### src/rtl/color_pkg.sv
// Shared types and helpers for the colour smoothing block.
package color_pkg;

  localparam int COLOR_W = 8;

  typedef struct packed {
    logic [COLOR_W-1:0] r;
    logic [COLOR_W-1:0] g;
    logic [COLOR_W-1:0] b;
  } rgb_t;

  typedef enum logic [1:0] {
    WAIT_FIRST,
    RUN,
    LOST
  } state_t;

  // Unsigned distance between two channel values.
  function automatic logic [COLOR_W-1:0] abs_diff(input logic [COLOR_W-1:0] a,
                                                  input logic [COLOR_W-1:0] b);
    return (a >= b) ? (a - b) : (b - a);
  endfunction

endpackage

### src/rtl/color_acc_chan.sv
// One colour channel: block accumulator, truncating divide, held output and
// the "close to previous average" compare used for stability.
module color_acc_chan
  import color_pkg::*;
#(
  parameter int AVG_LOG2  = 3,
  parameter int STABLE_TH = 8
) (
  input  logic               clk,
  input  logic               rst_n,
  input  logic               flush,
  input  logic               sample,
  input  logic               last,
  input  logic [COLOR_W-1:0] din,
  output logic [COLOR_W-1:0] avg_out,
  output logic               near
);

  localparam int ACC_W = COLOR_W + AVG_LOG2;
  localparam logic [COLOR_W-1:0] TH = COLOR_W'(STABLE_TH);

  logic [ACC_W-1:0]   acc;
  logic [ACC_W-1:0]   sum;
  logic [COLOR_W-1:0] avg;

  // The accumulator is sized so a full block of 255s still fits.
  assign sum  = acc + ACC_W'(din);
  assign avg  = COLOR_W'(sum >> AVG_LOG2);
  assign near = (abs_diff(avg, avg_out) <= TH);

  // Accumulate samples; on the last one register the average and restart.
  always_ff @(posedge clk or negedge rst_n) begin
    if (!rst_n) begin
      acc     <= '0;
      avg_out <= '0;
    end else if (flush) begin
      acc <= '0;
    end else if (sample) begin
      if (last) begin
        acc     <= '0;
        avg_out <= avg;
      end else begin
        acc <= sum;
      end
    end
  end

endmodule

### src/rtl/color_smooth.sv
// Block-averages RGB sensor samples and reports when the colour has settled
// or the sensor has gone quiet.
module color_smooth
  import color_pkg::*;
#(
  parameter int AVG_LOG2   = 3,
  parameter int STABLE_TH  = 8,
  parameter int STABLE_CNT = 4,
  parameter int TIMEOUT    = 50_000_000
) (
  input  logic               sys_clk,
  input  logic               sys_rst_n,
  input  logic               clear,
  input  logic               in_valid,
  input  logic [COLOR_W-1:0] in_r,
  input  logic [COLOR_W-1:0] in_g,
  input  logic [COLOR_W-1:0] in_b,
  output logic               out_valid,
  output logic [COLOR_W-1:0] out_r,
  output logic [COLOR_W-1:0] out_g,
  output logic [COLOR_W-1:0] out_b,
  output logic               stable,
  output logic               sensor_lost
);

  localparam int IDLE_W = $clog2(TIMEOUT + 1);
  localparam int SC_W   = $clog2(STABLE_CNT + 1);
  localparam logic [IDLE_W-1:0] IDLE_LAST = IDLE_W'(TIMEOUT - 1);
  localparam logic [SC_W-1:0]   SC_MAX    = SC_W'(STABLE_CNT);

  state_t              state;
  state_t              next_state;
  logic                enter_lost;
  logic [IDLE_W-1:0]   idle;
  logic [AVG_LOG2-1:0] cnt;
  logic [SC_W-1:0]     stab_cnt;
  logic [SC_W-1:0]     stab_next;
  logic                have_prev;
  logic                flush;
  logic                last;
  logic                done;
  logic [2:0]          near;
  rgb_t                in_px;
  rgb_t                out_px;

  assign in_px = '{r: in_r, g: in_g, b: in_b};
  assign out_r = out_px.r;
  assign out_g = out_px.g;
  assign out_b = out_px.b;

  // clear beats a coincident sample, so a clear on the last sample yields no average.
  assign last  = &cnt;
  assign flush = clear | enter_lost;
  assign done  = in_valid & last & ~clear;

  color_acc_chan #(.AVG_LOG2(AVG_LOG2), .STABLE_TH(STABLE_TH)) u_chan_r (
    .clk(sys_clk), .rst_n(sys_rst_n), .flush(flush), .sample(in_valid), .last(last),
    .din(in_px.r), .avg_out(out_px.r), .near(near[2])
  );

  color_acc_chan #(.AVG_LOG2(AVG_LOG2), .STABLE_TH(STABLE_TH)) u_chan_g (
    .clk(sys_clk), .rst_n(sys_rst_n), .flush(flush), .sample(in_valid), .last(last),
    .din(in_px.g), .avg_out(out_px.g), .near(near[1])
  );

  color_acc_chan #(.AVG_LOG2(AVG_LOG2), .STABLE_TH(STABLE_TH)) u_chan_b (
    .clk(sys_clk), .rst_n(sys_rst_n), .flush(flush), .sample(in_valid), .last(last),
    .din(in_px.b), .avg_out(out_px.b), .near(near[0])
  );

  // FSM state register.
  always_ff @(posedge sys_clk or negedge sys_rst_n) begin
    if (!sys_rst_n) state <= WAIT_FIRST;
    else            state <= next_state;
  end

  // Next-state logic; clear overrides every transition.
  always_comb begin
    next_state = state;
    enter_lost = 1'b0;
    case (state)
      WAIT_FIRST: if (in_valid) next_state = RUN;
      RUN:        if (!in_valid && (idle == IDLE_LAST)) next_state = LOST;
      LOST:       if (in_valid) next_state = RUN;
      default:    next_state = WAIT_FIRST;
    endcase
    if (clear) next_state = WAIT_FIRST;
    enter_lost = (state == RUN) && (next_state == LOST);
  end

  // Idle counter only runs while streaming and restarts on every sample.
  always_ff @(posedge sys_clk or negedge sys_rst_n) begin
    if (!sys_rst_n)                                          idle <= '0;
    else if (flush || (state != RUN) || in_valid)            idle <= '0;
    else                                                     idle <= idle + 1'b1;
  end

  // Sample position within the current block; wraps naturally after the last.
  always_ff @(posedge sys_clk or negedge sys_rst_n) begin
    if (!sys_rst_n)    cnt <= '0;
    else if (flush)    cnt <= '0;
    else if (in_valid) cnt <= cnt + 1'b1;
  end

  // Consecutive-stable-block count as it would be after the current block.
  always_comb begin
    stab_next = '0;
    if (have_prev && (&near)) stab_next = (stab_cnt == SC_MAX) ? stab_cnt : stab_cnt + 1'b1;
  end

  // Output strobe, stability tracking and lost flag.
  always_ff @(posedge sys_clk or negedge sys_rst_n) begin
    if (!sys_rst_n) begin
      out_valid   <= 1'b0;
      sensor_lost <= 1'b0;
      stab_cnt    <= '0;
      have_prev   <= 1'b0;
      stable      <= 1'b0;
    end else begin
      out_valid   <= done;
      sensor_lost <= (next_state == LOST);
      if (flush) begin
        stab_cnt  <= '0;
        have_prev <= 1'b0;
        stable    <= 1'b0;
      end else if (done) begin
        stab_cnt  <= stab_next;
        have_prev <= 1'b1;
        stable    <= (stab_next == SC_MAX) && (next_state != LOST);
      end
    end
  end

endmodule

### config.mk
export PLATFORM = sky130hd
export DESIGN_NAME = color_smooth
export DESIGN_NICKNAME = d
export VERILOG_FILES = /design/src/rtl/color_pkg.sv /design/src/rtl/color_acc_chan.sv /design/src/rtl/color_smooth.sv
export SDC_FILE = /design/constraint.sdc
export NUM_CORES = 1
export LEC_CHECK = 0
export CORE_MARGIN = 8
export CORE_UTILIZATION = 30
export DETAILED_ROUTE_END_ITERATION = 8
export PLACE_DENSITY = 0.5
export SLEW_MARGIN = 20
export SYNTH_ARGS = -nofsm -noshare
export SYNTH_HDL_FRONTEND = slang
export SYNTH_SLANG_ARGS = --single-unit
export TNS_END_PERCENT = 20
### constraint.sdc
create_clock -name sys_clk -period 13 [get_ports sys_clk]
set_clock_uncertainty 0.15 [all_clocks]
set_input_delay 2.6 -clock sys_clk [delete_from_list [all_inputs] [get_ports sys_clk]]
set_output_delay 2.6 -clock sys_clk [all_outputs]
set_load 0.02 [all_outputs]
== Word-level counts from Yosys, hierarchy flattened ==
Cells that the tools add are included.

* Eq/ne operators: 8
* Add/subtract/negate cells: 12
* Multiplexer cells: 27
* $lt $le $gt $ge: 6
* Reduce and logical (&&, ||, !) cells: 14
* Bitwise operators: 5

{| class="wikitable"
|+ Operator list
! cell !! number
|-
| 11-bit 2-to-1 mux || 9
|-
| 8-bit subtractor || 6
|-
| 11-bit by 8-bit adder with 11-bit output || 3
|-
| 26-bit by 1-bit adder with 26-bit output (second input constant) || 1
|-
| 26-bit == test (second input constant) || 1
|-
| 26-bit 2-to-1 mux || 1
|-
| 8-bit greater-or-equal comparator || 3
|-
| 8-bit by 4-bit <= comparator with 1-bit output (second input constant) || 3
|-
| 8-bit 2-to-1 mux || 3
|-
| 3-bit 2-to-1 mux || 6
|-
| 3-bit by 1-bit adder with 3-bit output (second input constant) || 2
|-
| 3-bit == test (second input constant) || 2
|-
| 2-bit 2-to-1 mux || 3
|-
| 3-bit AND reduction || 2
|-
| 5-bit AND reduction || 1
|-
| 2-bit == test (second input constant) || 2
|-
| 1-bit logical AND || 4
|-
| 1-bit 2-to-1 mux || 4
|-
| 2-bit case mux with 2 select lines || 1
|-
| 2-bit nonzero test || 2
|-
| 1-bit AND || 2
|-
| 2-bit by 1-bit == test with 1-bit output (second input constant) || 1
|-
| 2-bit logical NOT || 1
|-
| 1-bit logical OR || 2
|-
| other kinds (6) || 7
|}

* Flip-flop bits (word level): 95
* Input port bits: 28
* Word-level logic and storage cells: 86
* Output and inout port bits: 27

== Longest topological paths before layout ==
Gate-level depths: netlist (run 1).

* Depth after elaboration: 11
* Depth in mapped cells: 24
* Depth with buffers taken out: 23

== Cells and area by module ==
A second synthesis (run 1) with hierarchy kept.

* Cells, all modules: 860
* Area, all modules: 7353.3 um^2

{| class="wikitable"
|+ Modules (own cells, without submodules)
! module !! seq. area each (um^2) !! cells an instance !! area each (um^2) !! instances
|-
| color_acc_chan at u_chan_g ... || 475.5 || 217 || 1790.5 || 2
|-
| color_smooth || 950.9 || 207 || 1973.1 || 1
|-
| color_acc_chan at u_chan_b || 475.5 || 219 || 1799.2 || 1
|}

== Worst setup path before layout (run 1) ==
Ideal clock, no wire load.

* Path kind: in2reg
* Start: input port in_b[0]
* End: register stable
* Required time: 12.784 ns
* Stages on the path: 20
* Setup time: 0.066 ns
* Path buffers: 0
* Arrival time: 7.000 ns
* Path slack: 5.785 ns
* Cell sequence: ha_1 > fa_1 > a21o_1 > a21oi_1 > o21bai_1 > a21oi_1 > o21bai_1 > a21oi_1 > xor2_1 > inv_1 > ha_1 > nand3_2 > o211a_4 > nor2_1 > mux2_1 > or3_2 > a211o_1 > nor4_2 > and3_1 > a22o_1

* Cells in the longest elaborated chain, start to end: 11
* Elaborated cells between the ends (all ways): 13
* Those cells by class: add/sub: 3; order compare: 2; eq/ne: 1; mux: 4; reduce/logical: 3

{| class="wikitable"
|+ RTL lines
! what !! line !! RTL
|-
| from (decl) || color_smooth.sv:17 || <nowiki>input logic [COLOR_W-1:0] in_b,</nowiki>
|-
| 11-bit by 8-bit adder with 11-bit output (*) || color_acc_chan.sv:27 || <nowiki>assign sum = acc + ACC_W'(din);</nowiki>
|-
| net u_chan_b.sum[8] || color_acc_chan.sv:23 || <nowiki>logic [ACC_W-1:0] sum;</nowiki>
|-
| 8-bit subtractor or 8-bit greater-or-equal comparator (tied branches) || color_pkg.sv:21 || <nowiki>return (a >= b) ? (a - b) : (b - a);</nowiki>
|-
| 8-bit 2-to-1 mux (*) || color_pkg.sv:21 ||
|-
| 8-bit by 4-bit <= comparator with 1-bit output (*) || color_acc_chan.sv:29 || <nowiki>assign near = (abs_diff(avg, avg_out) <= TH);</nowiki>
|-
| 3-bit AND reduction (*) || color_smooth.sv:108 || <nowiki>if (have_prev && (&near)) stab_next = (stab_cnt == SC_MAX) ? stab_cnt : stab_cnt + 1'b1;</nowiki>
|-
| 1-bit logical AND (*) || color_smooth.sv:108 ||
|-
| 3-bit 2-to-1 mux (*) || color_smooth.sv:108 ||
|-
| 3-bit == test (*) || color_smooth.sv:129 || <nowiki>stable <= (stab_next == SC_MAX) && (next_state != LOST);</nowiki>
|-
| 1-bit logical AND (*) || color_smooth.sv:129 ||
|-
| 1-bit 2-to-1 mux (*) || color_smooth.sv:126 || <nowiki>end else if (done) begin</nowiki>
|-
| 1-bit 2-to-1 mux (*) || color_smooth.sv:122 || <nowiki>if (flush) begin</nowiki>
|-
| to (signal assigned) || color_smooth.sv:129 ||
|-
| to (decl) || color_smooth.sv:22 || <nowiki>output logic stable,</nowiki>
|}

Mark *: on every way through the listed nets, which the timed path passes. The rest lies on a longest branch. The select of a mux whose other input is x is not followed.
A chain may end at the register's enable or synchronous reset.

== Worst setup path after layout (run 1) ==
Same ends and word-level chain as after synthesis.

==> results.toml, run 1 <==
[die]
die_w_um = 170
pin_count = 55
placeableCoreArea_sq_um = 23400
dieArea_sq_um = 29000
start_util_pct = 30.5
std_cell_rows = 56
die_h_um = 170

[yosys]
yosysWarnings = 0
synth_edf_count = 0
synth_seq_area_share_pct = 33.3
synth-main-ff-cell = "dfrtp_1"
synthArstFlopShare_pct = 100
yosysMostFrequentCell = "dfrtp_1"
synth_commonest_cells = "95 x dfrtp_1, 75 x nand2_1, 69 x ha_1"
yosysTopAreaCell = "dfrtp_1"
synthesis.area_sq_um = 7140
synth_top_area_share_pct = 33.3
synth_area_leaders = "dfrtp_1 33%, ha_1 12%, o21ai_0 4.7%"
syn_nets = 924
ys_types = 74
ys_ff_latch = 95
synthCells = 824
syn_avg_cell_area_sq_um = 8.67

[setup_path]
critPathKind = "primary input to flip-flop"
rrSetupSlack_ns = 7.32
endpoint_kind = "flip-flop"
r2r-start = "u_chan_b.acc[0]$_DFFE_PN0P_"
r2r-end = "stable$_DFFE_PN0P_"
crit_fanout = 6
cp.arrival_ns = 8.11
cp.required_ns = 13.14
startpoint_type = "primary input"
rr_worst_depth = 20

[place]
place.gp.congestion = 0.806
dpl-instance-area_sq_um = 8030
dp_hpwl_um = 13900
port_buffers = 54

[routing]
wire_per_inst_um = 15.4
firstDrtPassIters = 4
vias = 5999
ant_nets = 0
drt-initial-drc-count = 320
viasPerCell = 5.02
drt_wl_total_um = 18400
drc = 0

[global_routing]
grt_pass1_vias = 5985
grt_util_met1_pct = 17.6
grt_busiest_layer = "met2"
met3_usage_pct = 2.73
antenna_found_initial = 0
grt-ovfl-total = 0
grt_max_degree = 53
grt_pass1_wl_um = 30900
grt_use_total_pct = 13.2
met2_usage_pct = 21.2

[sta]
hold_viol = 0
relSlewSlack_pct = 35.4
tns_ns = 0
rsz0062_at_grt = "no"
drv_slew = 0
worst_slew_pin_slew_ns = 0.967
max_freq_ghz = 0.125
finalCritPeriodShare_pct = 61.3
period_needed_ns = 7.97
setup_violations = 0

[worst_hold_path]
hold_path_class = "flip-flop to flip-flop"
holdPathEnd = "have_prev$_DFFE_PN0P_"
min-delay-start = "have_prev$_DFFE_PN0P_"
min_path_cells = 1

[run_status]
status = "complete, no violations"

[clocking]
clockBufferDepth = 2
cts_made_buffers = 9
cts_tree = "done"
path_clk_slew_ns = 0.07
clockRootBuffer = "clkbuf_16"
cts_resized = 0
postCtsSetupBuffers = 0
clock_latency_ns = 0.35
htreeDepth = 3
numClockSinks = 95
hold_buffers = 0

[power_and_ir_drop]
power_density_nw_per_um2 = 123
irDropWorstVdd_mv = 0.0633
p_leak_nw = 3.65

[finish]
syn2layout_area_growth_pct = 17.3
post-route-cell-area_sq_um = 8380
fillers = 2455
drive_above_1_share_pct = 5.47
num_antenna_cells = 0
nets = 974

[job]
drv_cap = 0
kinds of logic (layout without fill, tap and decap cells):
family	Yosys count	count (layout)	share of synthesized area [%]
buffers and inverters	80	133	4.45
AO/OA/AOI/OAI	238	238	22.3
multiplexers	9	9	1.35
adder cells (fa/ha/maj)	72	72	12.9
XOR/XNOR	49	49	6.01
flip-flops	95	95	33.3
AND/OR/NAND/NOR	281	281	19.7
worst max-delay path, cell delays in order:
cell and delay (ns):
clkdlybuf4s50_1 0.40, ha_1 0.22, fa_1 0.40, a21o_1 0.20
a21oi_1 0.23, o21bai_1 0.12, a21oi_1 0.24, o21bai_1 0.09
a21oi_1 0.32, nor2_1 0.13, xor2_1 0.18, ha_1 0.25
nor3_1 0.34, o211ai_1 0.31, a211o_2 0.39, a32oi_1 0.22
nand4_1 0.16, or4_1 0.57, nor4_2 0.35, and3_1 0.24
a22o_1 0.13
sequential cells by signal, summed over array words and instances, names as in the netlist, 2 cells and up:
name / flops
cnt: 3
stab_cnt: 3
idle: 26
u_chan_g.acc: 11
u_chan_g.avg_out: 8
u_chan_b.acc: 11
state: 2
u_chan_r.acc: 11
u_chan_b.avg_out: 8
u_chan_r.avg_out: 8
metrics by stage:
stage	hold WS [ns]	std cells	setup WS, ns	power, mW	util (%)
after floorplan	0.300	824	5.78	0.614	-
after global placement	0.310	1181	4.81	0.710	34.3
after detailed placement	0.321	1182	4.77	0.705	34.3
after CTS	0.337	1196	5.09	1.04	35.8
after global routing	0.363	1196	4.70	1.10	35.8
final	0.333	1196	5.03	1.03	35.8
area by class of cell:
type | count | area, sq um | area share [%]
multi-input combinational | 649 | 4450 | 53.2
sequential | 95 | 2380 | 28.4
timing repair buffer | 58 | 572 | 6.82
tap | 319 | 399 | 4.76
clock buffer | 10 | 229 | 2.73
inverter | 61 | 229 | 2.73
clock inverter | 4 | 120 | 1.43
routing by layer:
metal	up-vias	share of wire (%)
met5	-	0
met1	2828	49
met3	16	3.4
li1	3067	-
met2	88	46
met4	0	1.6
report_power, final:
part | internal, mW | switching [mW] | total [mW]
clock network | 0.206 | 0.118 | 0.324
logic | 0.155 | 0.233 | 0.388
registers | 0.307 | 0.00831 | 0.316
cells in the final DEF (no fill, tap or decap), types with 25 or more instances in the layout:
master	n
o21ai_0	67
inv_1	61
ha_1	69
nor2_1	63
nand2_1	75
clkdlybuf4s50_1	53
a21oi_1	49
nand3_1	25
xnor2_1	28
dfrtp_1	95
worst max path at each step:
stage          cells after the start                       to     from
2_1_floorplan                     20       stable$_DFFE_PN0P_  in_b[0]
6_report                          21       stable$_DFFE_PN0P_  in_b[0]
3_3_place_gp                      21       stable$_DFFE_PN0P_  in_b[0]
3_5_place_dp                      21       stable$_DFFE_PN0P_  in_b[0]
5_1_grt                           21  stab_cnt[1]$_DFFE_PN0P_  in_b[0]
4_1_cts                           21       stable$_DFFE_PN0P_  in_b[0]
Note: power is estimated with default switching activity, not from simulation.
==> run 2: changes to the inputs <==
- PLACE_DENSITY: 0.5 -> 0.51
- clock period: 13 -> 6.6 ns (I/O delays scaled with it)
==> results.toml, run 2 (synthesized netlist as in run 1, its figures left out) <==
[routing]
vias = 6190
drc = 0
drt_wl_total_um = 18800
firstDrtPassIters = 5
drt-initial-drc-count = 345
ant_nets = 0
viasPerCell = 5.00
wire_per_inst_um = 15.2

[sta]
rsz0062_at_grt = "no"
max_freq_ghz = 0.160
hold_viol = 0
relSlewSlack_pct = 41.0
setup_violations = 0
drv_slew = 0
period_needed_ns = 6.25
holdWs_ns = 0.327
finalCritPeriodShare_pct = 94.8
worst_slew_pin_slew_ns = 0.883

[finish]
ff_latch_area_sq_um = 2380
multi_input_comb_area_sq_um = 4460
final_cell_mix = "95 x dfrtp_1, 75 x nand2_1, 69 x ha_1"
final_common_cell = "dfrtp_1"
drive_above_1_share_pct = 9.90
fillers = 2470
stdcell_count = 1238
largest_reg_flops = 26
syn2layout_area_growth_pct = 21.1
nets = 1014
final_core_util_pct = 37.0
top_register = "idle"
num_antenna_cells = 0

[die]
die_h_um = 170
std_cell_rows = 56
dieArea_sq_um = 29000
start_util_pct = 30.5
die_w_um = 170
placeableCoreArea_sq_um = 23400
pin_count = 55

[setup_path]
crit_fanout = 5
cp_slowest_cell = "or4_1"
startpoint_type = "primary input"
endpoint_kind = "flip-flop"
cp.arrival_ns = 6.40
cpLargestDelayFamily = "compound AO/OA/AOI/OAI gates"
cp_slowest_stage_delay_ns = 0.59
crit_chain = "clkdlybuf4s50_1 -> ha_1 -> fa_1 -> a21o_1 -> a21oi_1 -> o21bai_1 -> a21oi_1 -> o21bai_1 -> a21oi_2 -> xor2_1 -> inv_1 -> ha_1 -> nand3_2 -> o211a_4 -> or3_1 -> a32oi_1 -> nand4_1 -> or4_1 -> nor4_4 -> and3_1 -> a22o_1"
critical_path_buf_inv_count = 2
cp.required_ns = 6.74
rrSetupSlack_ns = 1.35
critPathKind = "primary input to flip-flop"

[global_routing]
grt_pass1_vias = 6259
grt-ovfl-total = 0
grt_pass1_wl_um = 31600
grt_max_degree = 53
antenna_found_initial = 0
grt_use_total_pct = 13.4

[power_and_ir_drop]
p_leak_nw = 3.83
power_density_nw_per_um2 = 234
irDropWorstVdd_mv = 0.142

[place]
port_buffers = 54
place.gp.congestion = 0.830
dp_hpwl_um = 14200
dp_cells = 1222

[clocking]
hold_buffers = 0
cts_made_buffers = 9
htreeDepth = 3
clock_latency_ns = 0.36
clockRootBuffer = "clkbuf_16"
cts_tree = "done"
path_clk_slew_ns = 0.07
numClockSinks = 95
clockBufferDepth = 2

[job]
drv_cap = 0

[run_status]
status = "complete, no violations"

[worst_hold_path]
hold_path_class = "flip-flop to flip-flop"
==> run 2: cell types whose count changed in the layout (fill, tap and decap cells not counted), sizes merged <==
cell / before / now
buf: 5 / 45
bufinv: 4 / 1
inv: 61 / 64
clkbuf: 10 / 11
clkinv: 0 / 1
==> run 2: power by group <==
group          internal (mW)  total, mW  switching [mW]
sequential             0.605      0.622          0.0173
clock                  0.319      0.572           0.254
combinational          0.360      0.834           0.474
total                   1.28       2.03           0.745
==> run 2: what timing repair did <==
item | 4_1_cts | 5_1_grt
resized for setup | 0 | 2
buffers inserted | 0 | 0
setup endpoints to repair | 0 | 4
==> run 2: metal layers <==
| layer | up-vias | wire [um] | track usage [%] |
|---|---|---|---|
| met5 | - | 0 | 0 |
| met4 | 0 | 309 | 5.15 |
| met3 | 17 | 548 | 2.18 |
| met2 | 82 | 8650 | 21.5 |
| met1 | 2950 | 9310 | 17.8 |
| li1 | 3141 | - | - |
==> run 2: cell type report <==
cell class / count / share of cell area, %
well taps: 319 / 4.61
clock inverters: 5 / 0.709
flip-flops and latches: 95 / 27.5
repair buffers: 98 / 10.0
inverters: 61 / 2.65
multi-input cells: 649 / 51.6
clock buffers: 11 / 2.92
==> run 2: final timing paths <==
path	depth (start not counted)	to	from
worst max-delay path	21	stable$_DFFE_PN0P_	in_b[0]
worst min-delay path	1	have_prev$_DFFE_PN0P_	have_prev$_DFFE_PN0P_
worst max register to register	20	stable$_DFFE_PN0P_	u_chan_b.acc[0]$_DFFE_PN0P_
min in group asynchronous	1	idle[20]$_DFF_PN0_	sys_rst_n
max in group asynchronous	2	cnt[1]$_DFFE_PN0P_	sys_rst_n
worst min register to register	1	have_prev$_DFFE_PN0P_	have_prev$_DFFE_PN0P_
==> run 2: through the flow <==
step / area (sq um) / setup TNS (ns) / worst slack [ns] / total power [mW]
4_1_cts: 8640 / 0 / 0.253 / 2.04
2_1_floorplan: 7140 / 0 / 0.665 / 1.21
5_1_grt: 8650 / 0 / 0.0142 / 2.17
6_report: 8650 / 0 / 0.345 / 2.03
3_3_place_gp: 8330 / -0.0148 / -0.00889 / 1.46
3_5_place_dp: 8330 / -0.235 / -0.0884 / 1.46
==> run 2: worst reg2reg max path, delay by kind of cell, from the launching register on <==
| kind | cells | cell delay (ns) |
|---|---|---|
| AND/OR/NAND/NOR | 6 | 1.71 |
| XOR/XNOR | 1 | 0.20 |
| AO/OA/AOI/OAI | 9 | 1.73 |
| buffers and inverters | 1 | 0.06 |
| flip-flops | 1 | 0.39 |
| adder cells (fa/ha/maj) | 3 | 0.96 |
